File: src/rtl/fifo_sample_reader.sv
// Read-side consumer for the FIR sample FIFO: credit-based rd_en, 2-entry skid buffer, framed valid/ready output.
// Optional UNDERRUN_STATS_EN adds a saturating underrun_cnt output.
module fifo_sample_reader #(
  parameter int DATA_WIDTH = 16,
  parameter int FRAME_LEN  = 64
) (
  input  logic                  clk,
  input  logic                  rstn,
  input  logic                  run,
  input  logic                  empty,
  input  logic [DATA_WIDTH-1:0] FIFO_out,
  output logic                  rd_en,
  output logic [DATA_WIDTH-1:0] sample_out,
  output logic                  sample_valid,
  input  logic                  sample_ready,
  output logic                  sample_last
`ifdef UNDERRUN_STATS_EN
  ,
  output logic [15:0]           underrun_cnt
`endif
);

  localparam int FW = (FRAME_LEN > 1) ? $clog2(FRAME_LEN) : 1;
  localparam logic [FW-1:0] FRAME_LAST = FW'(FRAME_LEN - 1);

  logic [1:0]            occ_q, occ_d;
  logic                  inflight_q, inflight_d;
  logic [DATA_WIDTH-1:0] head_q, head_d;
  logic [DATA_WIDTH-1:0] tail_q, tail_d;
  logic [FW-1:0]         frame_cnt_q, frame_cnt_d;
  logic                  pop;
  logic                  push;
  logic [2:0]            credit;

  assign sample_valid = (occ_q != 2'd0);
  assign sample_out   = head_q;
  assign sample_last  = sample_valid && (frame_cnt_q == FRAME_LAST);

  always_comb begin
    pop         = sample_valid && sample_ready;
    push        = inflight_q;
    // Slots that will be committed after this cycle; a new read is allowed only if one stays free.
    credit      = {1'b0, occ_q} + {2'b00, inflight_q} - {2'b00, pop};
    rd_en       = run && !empty && (credit <= 3'd1);
    inflight_d  = rd_en;
    head_d      = head_q;
    tail_d      = tail_q;
    occ_d       = occ_q;
    frame_cnt_d = frame_cnt_q;

    case ({push, pop})
      2'b10: begin
        if (occ_q == 2'd0) head_d = FIFO_out;
        else               tail_d = FIFO_out;
        occ_d = occ_q + 2'd1;
      end
      2'b01: begin
        head_d = tail_q;
        occ_d  = occ_q - 2'd1;
      end
      2'b11: begin
        if (occ_q == 2'd2) begin
          head_d = tail_q;
          tail_d = FIFO_out;
        end else begin
          head_d = FIFO_out;
        end
      end
      default: ;
    endcase

    if (pop) frame_cnt_d = (frame_cnt_q == FRAME_LAST) ? '0 : frame_cnt_q + FW'(1);
  end

  always_ff @(posedge clk or negedge rstn) begin
    if (!rstn) begin
      occ_q       <= 2'd0;
      inflight_q  <= 1'b0;
      head_q      <= '0;
      tail_q      <= '0;
      frame_cnt_q <= '0;
    end else begin
      occ_q       <= occ_d;
      inflight_q  <= inflight_d;
      head_q      <= head_d;
      tail_q      <= tail_d;
      frame_cnt_q <= frame_cnt_d;
    end
  end

`ifdef UNDERRUN_STATS_EN
  logic [15:0] underrun_q, underrun_d;

  assign underrun_cnt = underrun_q;

  always_comb begin
    underrun_d = underrun_q;
    if (run && sample_ready && !sample_valid && (underrun_q != 16'hFFFF))
      underrun_d = underrun_q + 16'd1;
  end

  always_ff @(posedge clk or negedge rstn) begin
    if (!rstn) underrun_q <= 16'd0;
    else       underrun_q <= underrun_d;
  end
`endif

endmodule

File: config.mk
export PLATFORM = sky130hd
export DESIGN_NAME = fifo_sample_reader
export DESIGN_NICKNAME = d
export VERILOG_FILES = /design/src/rtl/fifo_sample_reader.sv
export SDC_FILE = /design/constraint.sdc
export NUM_CORES = 1
export LEC_CHECK = 0
export BUFFER_PORTS_ARGS = -buffer_cell sky130_fd_sc_hd__buf_2
export CAP_MARGIN = 20
export CORE_MARGIN = 1
export CORE_UTILIZATION = 49
export CTS_CLUSTER_DIAMETER = 60
export DETAILED_ROUTE_END_ITERATION = 10
export PLACE_DENSITY_LB_ADDON = 0.3
export SYNTH_ARGS = -nofsm -noshare
export SYNTH_HDL_FRONTEND = slang
export SYNTH_SLANG_ARGS = --single-unit
File: constraint.sdc
create_clock -name clk -period 2.7 [get_ports clk]
set_input_delay 0.27 -clock clk [delete_from_list [all_inputs] [get_ports clk]]
set_output_delay 0.27 -clock clk [all_outputs]
set_load 0.1 [all_outputs]
==> results of run 1 <==
-- final timing paths --
check | from | end | slack, ns | cells after the start
hold / removal | rstn | frame_cnt_q[0]$_DFFE_PN0P_ | 0.09 | 1
min in group clk | sample_ready | sample_out[12]$_DFFE_PN0P_ | 0.22 | 2
setup reg to reg | occ_q[0]$_DFFE_PN0N_ | tail_q[13]$_DFFE_PN0P_ | 0.48 | 6
max in group asynchronous | rstn | occ_q[1]$_DFFE_PN0N_ | 2.00 | 1
hold reg to reg | frame_cnt_q[4]$_DFFE_PN0P_ | frame_cnt_q[4]$_DFFE_PN0P_ | 0.49 | 1
setup / recovery | occ_q[0]$_DFFE_PN0N_ | rd_en | 0.08 | 10
-- cells in the final DEF (no fill, tap or decap), types with 2 or more instances in the layout --
cell type	count
inv_1	4
and3_1	15
buf_2	38
ha_1	2
inv_2	2
a221o_1	14
a21oi_1	3
nand3_1	2
xnor2_1	4
ha_4	2
buf_4	7
nand2_1	9
nor2_1	2
o21ai_0	4
mux2_4	10
mux2_2	6
clkbuf_8	6
dfrtp_1	40
-- state kept, by name, indices dropped and copies added, names as in the netlist --
name / count
tail_q: 16
sample_out: 16
occ_q: 2
inflight_q: 1
frame_cnt_q: 6
-- cell type report --
cell class | count | share of cell area (%)
inverter | 7 | 1.22
multi-input combinational | 95 | 36.7
sequential | 41 | 43.5
tap | 48 | 2.54
clock inverter | 1 | 1.27
clock buffer | 7 | 3.65
timing repair buffer | 46 | 11.1
-- cell families (layout without fill, tap and decap cells) --
kind of cell / after synthesis / in the layout / share of synthesized area, %
flip-flops: 41 / 41 / 53.1
AND/OR/NAND/NOR: 36 / 36 / 10.0
multiplexers: 18 / 18 / 12.5
adder cells (fa/ha/maj): 5 / 5 / 3.63
AO/OA/AOI/OAI: 31 / 31 / 13.4
XOR/XNOR: 5 / 5 / 2.27
buffers and inverters: 15 / 61 / 4.99
-- per-stage QoR --
stage	hold WS (ns)	setup WS, ns	cells	setup TNS, ns
floorplan	-0.0256	-0.250	151	-0.440
finish	0.0886	0.0767	245	0
detailed placement	0.443	0.295	234	0
global placement	0.433	0.366	234	0
CTS	0.114	-0.00215	245	-0.00215
global route	0.151	-0.0208	245	-0.0208
-- layer usage --
| layer | vias up | routed length (um) | GRT usage (%) |
|---|---|---|---|
| li1 | 649 | - | - |
| met1 | 701 | 1790 | 25.9 |
| met2 | 38 | 1970 | 34.9 |
| met3 | 9 | 173 | 6.69 |
| met4 | 0 | 82 | 8.33 |
| met5 | - | 0 | 0 |
-- what timing repair did --
| action | CTS | global route |
|---|---|---|
| setup endpoints to repair | 1 | 1 |
| buffers inserted | 3 | 0 |
| resized for setup | 5 | 0 |
| pin swaps | 5 | 2 |
==> results by group, run 1 <==
Place
  • Number of I/O port buffers: 39
  • Dpl cell area: 2210 um2
  • Gpl congestion: 0.769
  • Placed wire-length estimate: 2630 um

STA
  • Post-route minimum period: 2.62 ns
  • Fmax achieved: 381 MHz
  • Post-route clock period utilization: 97.2%
  • Max-slew headroom: 28.1%
  • Final hold vios: 0
  • Actual slew at the worst max-slew pin: 1.08 ns
  • Setup Skew: 0.00922 ns
  • Final Setup Violations: 0
  • Max-slew violations: 0
  • RSZ-0062 raised after global routing: yes

Synth
  • Ranking of synthesized cells by area: dfrtp_1 (53%), mux2_4 (7.8%), a221o_1 (7.3%)
  • Cell area after synthesis: 1930 um2
  • Post-synthesis sequential area ratio: 53.1%
  • Most area-hungry cell type in the Yosys netlist: dfrtp_1
  • Ys Warns: 0
  • Register bit total from synthesis: 41
  • Most frequent cell after synthesis: dfrtp_1
  • Number of enable flip-flop cells after synthesis: 0
  • Cell variety after synth: 38
  • Share of the synthesized area in the top cell type: 53.1%
  • Fraction of registers with async set/reset: 100%
  • Mapped Cells: 151
  • Top FF cell, synth: dfrtp_1
  • Commonest cells in the netlist: dfrtp_1 (41), and3_1 (15), a221o_1 (14)
  • Syn avg cell area: 12.8 um2
  • Post-Syn Nets: 177

Outcome
  • Status: complete, no violations

Final layout
  • Multi-input logic area: 868 um2
  • NumNets Final: 222
  • # diodes: 0
  • Filler cells: 294
  • Layout area overhead: 22.4%
  • FF+latch area: 1030 um2
  • Final Instance Area: 2360 um2
  • Final Core Density: 63.6%
  • Share of post-route cells with drive strength above 1: 42.1%

GRT
  • Vias in the first global route: 1486
  • Initial antenna violation count: 0
  • Grt ovf: 0
  • Total track usage: 21.3%
  • Pin count of the biggest net entering global routing: 42
  • First-pass GRT wire length: 6660 um

Hold path
  • Hold Crit Class: input pin to asynchronous set/reset pin

Clock tree
  • CTS root buf: clkbuf_8
  • Clock-pin slew on the worst setup and hold paths: 0.08 ns
  • Sinks on Clock Net: 41
  • CTS buffer count: 5
  • Clock buffer depth: 2
  • Clk Latency, worst-skew pair: 0.30 ns
  • CTS tree: built
  • CTS H-tree depth: 2
  • Hold Buf Count CTS: 0

Drt
  • Final wirelength: 4010 um
  • WL/cell: 16.4 um
  • # DRC: 0
  • Drt first-iter violations: 75
  • First-pass iteration count of the detailed router: 4
  • Via count: 1397
  • Final ANT Viol Nets: 0
  • Via density: 5.70

Floorplan
  • Die area: 4200 um2
  • Num rows: 22
  • IO Count: 40
  • Initial Util: 52.0%
  • Die X: 64.8 um
  • Die height: 64.8 um
  • Core area: 3720 um2

Critical path
  • WP buf/inv: 4
  • Critical path peak fanout: 2
  • Critical Path RT: 2.43 ns
  • Slowest library cell on the worst path: dfrtp_1
  • Critical Path Sink Type: output pin
  • Critical path arrival: 2.35 ns
  • CP max stage delay: 0.40 ns
  • CP Cell Sequence: o21a_4 -> inv_4 -> ha_4 -> inv_2 -> ha_4 -> inv_2 -> fa_2 -> xor2_2 -> nor3_4 -> buf_12
  • Crit path launch type: register
  • Crit path kind: register to output pin
  • Delay-heaviest family, CP: adder cells

Run
  • # Max-Cap Violations: 0
Power of run 1 is not shown: default switching activity piles up to over one toggle a cycle in this logic, so the estimate is an artifact.
==> run 2, diff against run 1 <==
- clock period: 2.7 -> 3.4 ns (I/O delays scaled with it)
==> results by group, run 2 (same netlist as run 1, synthesis figures left out) <==
Outcome
  • Status: complete, no violations

Hold path
  • Hold Crit Class: input pin to asynchronous set/reset pin

Drt
  • # DRC: 0
  • Final ANT Viol Nets: 0
  • First-pass iteration count of the detailed router: 4
  • Drt first-iter violations: 105
  • Via count: 1370
  • Final wirelength: 3800 um
  • Via density: 5.73
  • WL/cell: 15.9 um

Critical path
  • Worst r2r src: occ_q[0]$_DFFE_PN0N_
  • CP Cell Sequence: o21a_2 -> inv_1 -> ha_1 -> inv_1 -> ha_1 -> inv_1 -> fa_1 -> xor2_1 -> nor3_4 -> buf_12
  • Crit path kind: register to output pin
  • Most used cell, CP: inv_1
  • Slowest library cell on the worst path: dfrtp_1
  • Critical path arrival: 2.78 ns
  • Crit path launch type: register
  • CP max stage delay: 0.51 ns
  • WP buf/inv: 4
  • Critical Path RT: 3.06 ns
  • Reg2Reg Depth: 6
  • Crit path depth: 10
  • Delay-heaviest family, CP: adder cells
  • Reg2reg end: tail_q[10]$_DFFE_PN0P_
  • CP endpoint: rd_en
  • Reg2reg setup slack: 0.85 ns
  • Crit path from: occ_q[0]$_DFFE_PN0N_
  • Critical Path Sink Type: output pin
  • Critical path peak fanout: 10

STA
  • Fmax achieved: 320 MHz
  • Hold slack: 0.168 ns
  • Max-slew violations: 0
  • Post-route clock period utilization: 91.9%
  • Max-slew headroom: 26.4%
  • Setup TNS: 0 ns
  • Post-route minimum period: 3.12 ns
  • Actual slew at the worst max-slew pin: 1.10 ns
  • Final hold vios: 0
  • PnR worst setup slack: 0.276 ns
  • RSZ-0062 raised after global routing: no
  • Setup Skew: 0.00220 ns
  • Final Setup Violations: 0

Final layout
  • Share of post-route cells with drive strength above 1: 35.6%
  • Layout area overhead: 17.1%
  • # diodes: 0
  • Most common cell after layout, fill and taps aside: dfrtp_1
  • Final Instance Area: 2260 um2
  • NumNets Final: 217
  • Most frequent cells in the layout: dfrtp_1 (41), buf_2 (38), and3_1 (15)

GRT
  • Initial antenna violation count: 0
  • Met1 Track Usage GR: 25.9%
  • Grt ovf: 0
  • M2 GR Usage: 33.3%
  • Layer with the highest usage: met2
  • Pin count of the biggest net entering global routing: 42
  • Met3 Resource Use GR: 6.34%
  • First-pass GRT wire length: 6500 um
  • Total track usage: 20.8%
  • Vias in the first global route: 1435

Place
  • Post-Place Setup Slack: 0.619 ns
  • Number of I/O port buffers: 39
  • Gpl congestion: 0.812
  • Placed wire-length estimate: 2500 um
  • Dpl cell area: 2160 um2

Clock tree
  • CTS H-tree depth: 2
  • CTS root buf: clkbuf_8
  • Sinks on Clock Net: 41
  • Hold Buf Count CTS: 0
  • Clock-pin slew on the worst setup and hold paths: 0.07 ns
  • # Post-CTS Setup Buffers: 0
  • Clock buffer depth: 2
  • CTS tree: built
  • Post_cts resized: 0
  • Clk Latency, worst-skew pair: 0.29 ns
  • CTS buffer count: 5

Floorplan
  • Num rows: 22
  • Die area: 4200 um2
  • IO Count: 40
  • Initial Util: 52.0%
  • Die X: 64.8 um
  • Core area: 3720 um2
  • Die height: 64.8 um

Run
  • # Max-Cap Violations: 0
==> run 2: layout make-up <==
| class | count | area, um2 |
|---|---|---|
| Fill cell | 311 | 1460 |
| Timing Repair Buffer | 41 | 225 |
| Clock buffer | 5 | 68.8 |
| Multi-Input combinational cell | 95 | 820 |
| Inverter | 7 | 26.3 |
| Tap cell | 48 | 60.1 |
| Sequential cell | 41 | 1030 |
| Clock inverter | 2 | 35.0 |
==> run 2: worst register-to-register path, cell delays in order (launching register included) <==
cell and delay [ns]:
dfrtp_1 0.56, o21a_2 0.19, inv_1 0.09, ha_1 0.20, a21oi_1 0.12, a311o_1 0.86, mux2_2 0.43
==> run 2: per-layer routing <==
| metal | wire (um) | share of wire, % | up-vias |
|---|---|---|---|
| met4 | 55 | 1.4 | 0 |
| met3 | 179 | 4.7 | 7 |
| met2 | 1820 | 48 | 35 |
| met1 | 1740 | 46 | 689 |
| li1 | - | - | 639 |
| met5 | 0 | 0 | - |
==> run 2: metrics by stage <==
| stage | utilization, % | std cells |
|---|---|---|
| after global routing | 60.8 | 239 |
| after global placement | 58.0 | 232 |
| final | 60.8 | 239 |
| after CTS | 60.8 | 239 |
| after floorplan | - | 151 |
| after detailed placement | 58.0 | 232 |
==> run 2: worst min path at each step <==
stage                                 end                       start
6_report       sample_out[12]$_DFFE_PN0P_                        rstn
5_1_grt        sample_out[12]$_DFFE_PN0P_                        rstn
4_1_cts        frame_cnt_q[0]$_DFFE_PN0P_                        rstn
3_5_place_dp   frame_cnt_q[4]$_DFFE_PN0P_  frame_cnt_q[4]$_DFFE_PN0P_
3_3_place_gp   frame_cnt_q[4]$_DFFE_PN0P_  frame_cnt_q[4]$_DFFE_PN0P_
2_1_floorplan  frame_cnt_q[0]$_DFFE_PN0P_                        rstn
Power of run 2 is left out for the same reason.
